$ cat config.mk
export PLATFORM = sky130hd
export DESIGN_NAME = tea_engine
export DESIGN_NICKNAME = d
export VERILOG_FILES = /design/src/rtl/tea_pkg.sv /design/src/rtl/tea_round.sv /design/src/rtl/tea_engine.sv
export SDC_FILE = /design/constraint.sdc
export NUM_CORES = 1
export LEC_CHECK = 0
export ABC_CLOCK_PERIOD_IN_PS = 12200
export BUFFER_PORTS_ARGS = -buffer_cell sky130_fd_sc_hd__buf_2
export CORE_MARGIN = 5
export CORE_UTILIZATION = 50
export CTS_BUF_LIST = sky130_fd_sc_hd__clkbuf_8
export CTS_CLUSTER_SIZE = 14
export DETAILED_ROUTE_END_ITERATION = 10
export HOLD_SLACK_MARGIN = 0.03
export MAX_ROUTING_LAYER = met4
export PLACE_DENSITY = 0.72
export SETUP_SLACK_MARGIN = 0.4
export SYNTH_ARGS = -nofsm -noshare
export SYNTH_HDL_FRONTEND = slang
export SYNTH_SLANG_ARGS = --single-unit
$ cat constraint.sdc
create_clock -name clk -period 12.2 [get_ports clk]
set_input_delay 0.61 -clock clk [delete_from_list [all_inputs] [get_ports clk]]
set_output_delay 0.61 -clock clk [all_outputs]
set_load 0.1 [all_outputs]
$ cat src/rtl/tea_pkg.sv
// ---------------------------------------------------------------------------
// tea_pkg
// Shared definitions for the TEA engine: FSM state encoding, the default
// key-schedule constant, the decrypt starting-sum helper and the
// ROUNDS_PER_CYCLE divisibility check used at elaboration.
// ---------------------------------------------------------------------------
package tea_pkg;

    typedef enum logic [1:0] {
        IDLE = 2'd0,
        RUN  = 2'd1,
        DONE = 2'd2
    } tea_state_e;

    localparam logic [31:0] DEFAULT_DELTA = 32'h9e3779b9;

    // Decrypt starts from the sum encryption finishes on: DELTA * rounds.
    // Computed at 64 bits; the caller truncates to its word size, which gives
    // the product modulo 2^WORD_SIZE for any WORD_SIZE up to 64.
    function automatic logic [63:0] decrypt_start_sum(input logic [63:0] delta,
                                                      input int unsigned rounds);
        return delta * 64'(rounds);
    endfunction

endpackage

// Elaboration-time guard: the round chain has to tile the round count
// exactly, otherwise the last clock would apply rounds that do not exist.
`define TEA_CHECK_RPC(RN, RPC) \
    if ((RN) < 1 || (RPC) < 1 || ((RN) % (RPC)) != 0) begin : g_rpc_check \
        $error("tea_engine: ROUNDS_PER_CYCLE must divide ROUND_NUMBER (>=1)"); \
    end

$ cat src/rtl/tea_round.sv
// ---------------------------------------------------------------------------
// tea_round
// One combinational TEA cycle in either direction.
//   v0, v1      : block halves entering the round
//   sum         : running key-schedule sum entering the round
//   k0..k3      : key words
//   decrypt     : 0 = encrypt round, 1 = decrypt round
//   v0_next, v1_next, sum_next : values leaving the round
// ---------------------------------------------------------------------------
module tea_round
    import tea_pkg::*;
#(
    parameter int                    WORD_SIZE = 32,
    parameter logic [WORD_SIZE-1:0]  DELTA     = WORD_SIZE'(DEFAULT_DELTA)
) (
    input  logic [WORD_SIZE-1:0] v0,
    input  logic [WORD_SIZE-1:0] v1,
    input  logic [WORD_SIZE-1:0] sum,
    input  logic [WORD_SIZE-1:0] k0,
    input  logic [WORD_SIZE-1:0] k1,
    input  logic [WORD_SIZE-1:0] k2,
    input  logic [WORD_SIZE-1:0] k3,
    input  logic                 decrypt,
    output logic [WORD_SIZE-1:0] v0_next,
    output logic [WORD_SIZE-1:0] v1_next,
    output logic [WORD_SIZE-1:0] sum_next
);

    // TEA mixing term; shifts are logical and all adds wrap at WORD_SIZE.
    function automatic logic [WORD_SIZE-1:0] mix(input logic [WORD_SIZE-1:0] v,
                                                 input logic [WORD_SIZE-1:0] s,
                                                 input logic [WORD_SIZE-1:0] ka,
                                                 input logic [WORD_SIZE-1:0] kb);
        return ((v << 4) + ka) ^ (v + s) ^ ((v >> 5) + kb);
    endfunction

    logic [WORD_SIZE-1:0] sum_enc, v0_enc, v1_enc;
    logic [WORD_SIZE-1:0] v0_dec, v1_dec;

    // Encrypt advances the sum first; the v1 update sees the new v0.
    assign sum_enc = sum + DELTA;
    assign v0_enc  = v0 + mix(v1, sum_enc, k0, k1);
    assign v1_enc  = v1 + mix(v0_enc, sum_enc, k2, k3);

    // Decrypt undoes the halves in reverse order, then retreats the sum.
    assign v1_dec  = v1 - mix(v0, sum, k2, k3);
    assign v0_dec  = v0 - mix(v1_dec, sum, k0, k1);

    assign v0_next  = decrypt ? v0_dec : v0_enc;
    assign v1_next  = decrypt ? v1_dec : v1_enc;
    assign sum_next = decrypt ? (sum - DELTA) : sum_enc;

endmodule

$ cat src/rtl/tea_engine.sv
// ---------------------------------------------------------------------------
// tea_engine
// Iterative TEA block cipher, encrypt or decrypt selected per request.
//   clk, rst        : clock, synchronous active-high reset
//   iStart          : request, accepted when oReady is high
//   iDecrypt        : mode latched at accept (1 = decrypt)
//   iV0, iV1        : block halves latched at accept
//   iK0..iK3        : key words latched at accept
//   oReady          : engine can accept a request (IDLE or DONE)
//   oC0, oC1        : result, updated only when a block completes
//   oDone           : one-cycle pulse while the new result is presented
// ---------------------------------------------------------------------------
module tea_engine
    import tea_pkg::*;
#(
    parameter int                    WORD_SIZE        = 32,
    parameter logic [WORD_SIZE-1:0]  DELTA            = WORD_SIZE'(DEFAULT_DELTA),
    parameter int                    ROUND_NUMBER     = 32,
    parameter int                    ROUNDS_PER_CYCLE = 1
) (
    input  logic                 clk,
    input  logic                 rst,
    input  logic                 iStart,
    input  logic                 iDecrypt,
    input  logic [WORD_SIZE-1:0] iV0,
    input  logic [WORD_SIZE-1:0] iV1,
    input  logic [WORD_SIZE-1:0] iK0,
    input  logic [WORD_SIZE-1:0] iK1,
    input  logic [WORD_SIZE-1:0] iK2,
    input  logic [WORD_SIZE-1:0] iK3,
    output logic                 oReady,
    output logic [WORD_SIZE-1:0] oC0,
    output logic [WORD_SIZE-1:0] oC1,
    output logic                 oDone
);

    `TEA_CHECK_RPC(ROUND_NUMBER, ROUNDS_PER_CYCLE)

    localparam int N     = ROUND_NUMBER / ROUNDS_PER_CYCLE;
    localparam int CNT_W = $clog2(N + 1);
    localparam logic [WORD_SIZE-1:0] SUM_DEC =
        WORD_SIZE'(decrypt_start_sum(64'(DELTA), ROUND_NUMBER));

    tea_state_e state_q, state_d;

    logic [WORD_SIZE-1:0] v0_q, v1_q, sum_q;
    logic [WORD_SIZE-1:0] k0_q, k1_q, k2_q, k3_q;
    logic                 decrypt_q;
    logic [CNT_W-1:0]     cnt_q;

    logic accept;
    logic last_run;

    assign accept   = iStart && oReady;
    assign last_run = (state_q == RUN) && (cnt_q == CNT_W'(N - 1));

    // ---------------- round chain ----------------
    logic [WORD_SIZE-1:0] v0_ch  [ROUNDS_PER_CYCLE+1];
    logic [WORD_SIZE-1:0] v1_ch  [ROUNDS_PER_CYCLE+1];
    logic [WORD_SIZE-1:0] sum_ch [ROUNDS_PER_CYCLE+1];

    assign v0_ch[0]  = v0_q;
    assign v1_ch[0]  = v1_q;
    assign sum_ch[0] = sum_q;

    for (genvar r = 0; r < ROUNDS_PER_CYCLE; r++) begin : g_round
        tea_round #(
            .WORD_SIZE (WORD_SIZE),
            .DELTA     (DELTA)
        ) u_round (
            .v0       (v0_ch[r]),
            .v1       (v1_ch[r]),
            .sum      (sum_ch[r]),
            .k0       (k0_q),
            .k1       (k1_q),
            .k2       (k2_q),
            .k3       (k3_q),
            .decrypt  (decrypt_q),
            .v0_next  (v0_ch[r+1]),
            .v1_next  (v1_ch[r+1]),
            .sum_next (sum_ch[r+1])
        );
    end

    // ---------------- FSM ----------------
    // NOTE: sequential state uses non-blocking assignments so every register
    // samples pre-edge values, independent of process ordering.
    always_ff @(posedge clk) begin
        if (rst) state_q <= IDLE;
        else     state_q <= state_d;
    end

    // NOTE: every output of this block gets a default first, so no path
    // leaves a signal unassigned and no latch is inferred.
    always_comb begin
        state_d = state_q;
        oReady  = 1'b1;
        oDone   = 1'b0;
        unique case (state_q)
            IDLE: if (iStart) state_d = RUN;
            RUN: begin
                oReady = 1'b0;
                if (last_run) state_d = DONE;
            end
            DONE: begin
                oDone   = 1'b1;
                state_d = iStart ? RUN : IDLE;
            end
            default: state_d = IDLE;
        endcase
    end

    // ---------------- control / result registers ----------------
    always_ff @(posedge clk) begin
        if (rst) begin
            sum_q <= '0;
            cnt_q <= '0;
            oC0   <= '0;
            oC1   <= '0;
        end else if (accept) begin
            sum_q <= iDecrypt ? SUM_DEC : '0;
            cnt_q <= '0;
        end else if (state_q == RUN) begin
            sum_q <= sum_ch[ROUNDS_PER_CYCLE];
            cnt_q <= cnt_q + 1'b1;
            if (last_run) begin
                oC0 <= v0_ch[ROUNDS_PER_CYCLE];
                oC1 <= v1_ch[ROUNDS_PER_CYCLE];
            end
        end
    end

    // ---------------- block / key registers ----------------
    // NOTE: these are always loaded at accept before anything reads them, so
    // they carry no reset and stay plain enabled flops.
    always_ff @(posedge clk) begin
        if (accept) begin
            v0_q      <= iV0;
            v1_q      <= iV1;
            k0_q      <= iK0;
            k1_q      <= iK1;
            k2_q      <= iK2;
            k3_q      <= iK3;
            decrypt_q <= iDecrypt;
        end else if (state_q == RUN) begin
            v0_q <= v0_ch[ROUNDS_PER_CYCLE];
            v1_q <= v1_ch[ROUNDS_PER_CYCLE];
        end
    end

endmodule
==> flow_summary.json <==
{
  "status": "complete, no violations",
  "start_util_pct": 50.2,
  "synth-seq-cells": 297,
  "min_period_ns": 11.24,
  "clock-skew-final_ns": 0.0490,
  "crit_type": "reg2reg",
  "required_ns": 12.62,
  "remaining_drc_errors": 0,
  "synth_top_area_share_pct": 16.9,
  "maxCapViolCount": 0,
  "drive_gt1_share_pct": 10.3,
  "ys.flop_type": "edfxtp_1",
  "grt_usage_pct": 35.0,
  "finalSetupTns_ns": 0,
  "vias": 34300,
  "fin_nets": 5129,
  "fin_area_um2": 39400,
  "synth_area_leader_cell": "ha_1",
  "clk_path_buf_depth": 3,
  "synthCells": 4169,
  "drtIter0Drc": 4227,
  "detail_route.wl_per_cell_um": 25.4,
  "yosysSeqAreaShare_pct": 22.1,
  "dr_wl_met3_um": 17000,
  "crit_top_cell": "xnor2_1",
  "rsz0062_at_grt": "false",
  "core_um2": 71100,
  "ys_warn_count": 0,
  "dr_wl_met2_um": 57500,
  "yosysUniqueCellTypes": 93,
  "cts.clk_slew.worst_paths_ns": 0.08,
  "htree_levels": 2,
  "totalWireLength_um": 138000,
  "syn-num-nets": 4863,
  "die_area_um2": 76900,
  "relSlewSlack_pct": 18.4,
  "top_layer": "met4",
  "drv_slew": 0,
  "cp_max_fo": 8,
  "hold_viol_final": 0,
  "post-place-cells": 5327,
  "synth-edff-count": 193,
  "finalSetupViolations": 0,
  "nFillCells": 6754,
  "io_buffer_count": 261,
  "grt_start_max_net_pins": 75,
  "die_y_um": 277,
  "first_pass_iters": 6,
  "grt_pass1_wl_um": 201000,
  "root_buffer": "clkbuf_8",
  "fin_cells": 5435,
  "syn_avg_cell_area_um2": 8.57,
  "crit_slowest_cell": "a21boi_1",
  "r2r_setup_slack_ns": 0.96,
  "dp_hpwl_um": 113000,
  "cts_tree": "done",
  "grt_overflow": 0,
  "viasPerCell": 6.31,
  "drtAntennaViolNets": 0,
  "tightest_slew_ns": 1.21,
  "numCtsBuffers": 56,
  "max_stage_delay_ns": 0.74,
  "grt_pass1_vias": 32300,
  "arrival_ns": 11.66,
  "placed_area_um2": 38200,
  "start_kind": "flop",
  "post_cts_buffers": 0,
  "clock_latency_ns": 0.71,
  "clock_sinks": 297,
  "hold_class": "in2reg",
  "cp-end-kind": "flop",
  "syn2layout_area_growth_pct": 10.3,
  "synth.cell_area_um2": 35700,
  "ios": 262,
  "gp_congestion": 1.07,
  "fp-row-count": 98,
  "async_reset_ff_share_pct": 0,
  "fin_crit_sh_pct": 92.2,
  "antenna_found_initial": 5,
  "die_x_um": 277,
  "ys_top_cells_by_area": "ha_1, edfxtp_1, xnor2_1, a21o_1, dfxtp_1",
  "synthTopCellsByCount": "xnor2_1, ha_1, nor2_1",
  "wl_met1_um": 60100,
  "yosysMostFrequentCell": "xnor2_1",
  "timing.fmax_mhz": 88.9
}
[flip-flops by register name, summed over array words and instances, names as in the netlist]
name / flops
oC1: 32
k2_q: 32
k0_q: 32
oC0: 32
k1_q: 32
sum_q: 32
cnt_q: 6
decrypt_q: 1
k3_q: 32
state_q: 2
v1_q: 32
v0_q: 32
[worst max-delay path, delay by kind of cell (launching register included)]
family	cells	cell delay [ns]
adders and majority gates	5	1.77
DFF	1	0.40
and+or+nand+nor	6	1.47
xor gates and xnor gates	7	1.48
muxes	1	0.25
AOI/OAI and AO/OA	21	5.61
[area by class of cell]
| cell class | count | area [um2] | share of cell area, % |
|---|---|---|---|
| multi-input combinational | 3645 | 27000 | 68.6 |
| sequential | 297 | 7880 | 20.0 |
| timing repair buffer | 307 | 1650 | 4.20 |
| antenna | 2 | 5.00 | 0.0127 |
| clock inverter | 41 | 278 | 0.705 |
| inverter | 128 | 487 | 1.24 |
| tap | 950 | 1190 | 3.02 |
| clock buffer | 65 | 895 | 2.27 |
[metrics by stage]
step / hold slack [ns] / util, % / worst slack, ns
2_1_floorplan: 0.494 / - / 2.87
3_3_place_gp: 0.446 / 53.7 / 0.806
3_5_place_dp: 0.447 / 53.7 / 0.776
4_1_cts: 0.0516 / 55.4 / 0.765
5_1_grt: 0.0489 / 55.4 / 0.405
6_report: 0.0830 / 55.4 / 0.955
[per-layer routing]
layer,global-route usage [%],vias up
met5,-,-
met4,8.21,0
met3,6.66,241
met2,50.7,1807
met1,50.7,16400
li1,-,15800
[final timing paths]
path | cells after the start | end | startpoint
setup / recovery | 40 | v1_q[30] | sum_q[1]
setup reg to reg | 40 | v1_q[30] | sum_q[1]
hold / removal | 1 | k3_q[2] | iK3[2]
hold reg to reg | 2 | oC0[12] | oC0[12]
[cell usage in the layout (no fill, tap or decap), types with 17 or more instances in the layout]
cell type and n:
a211oi_1 67, a21o_1 278, a21oi_1 408, a221oi_1 22, a31oi_1 47, and2_1 17
and3_1 37, buf_2 260, buf_4 47, clkbuf_8 65, dfxtp_1 104, edfxtp_1 193
ha_1 482, inv_1 146, mux2i_1 33, nand2_1 211, nand2b_1 57, nand3_1 61
nand4_1 20, nor2_1 411, nor2b_1 50, nor3_1 66, o211ai_1 19, o21a_1 57
o21ai_0 205, o21bai_1 54, or2_2 18, or3_1 21, xnor2_1 592, xor2_1 127
[cells by family after synthesis]
kind of cell / count (synthesis) / share of synthesized area [%]
AO/OA/AOI/OAI: 1356 / 25.0
XOR/XNOR: 731 / 18.4
adder cells (fa/ha/maj): 498 / 17.8
buffers and inverters: 227 / 2.42
flip-flops: 297 / 22.1
multiplexers: 41 / 1.18
AND/OR/NAND/NOR: 1019 / 13.2
[what timing repair did]
item	in CTS	in global routing
endpoints found under the setup margin	0	8
resized for setup	0	3
hold buffers	0	0
hold endpoints to repair	0	0
Power is left out: the tool's default activity adds up to more than one toggle a clock period on the data nets, which glitch-free logic cannot reach.
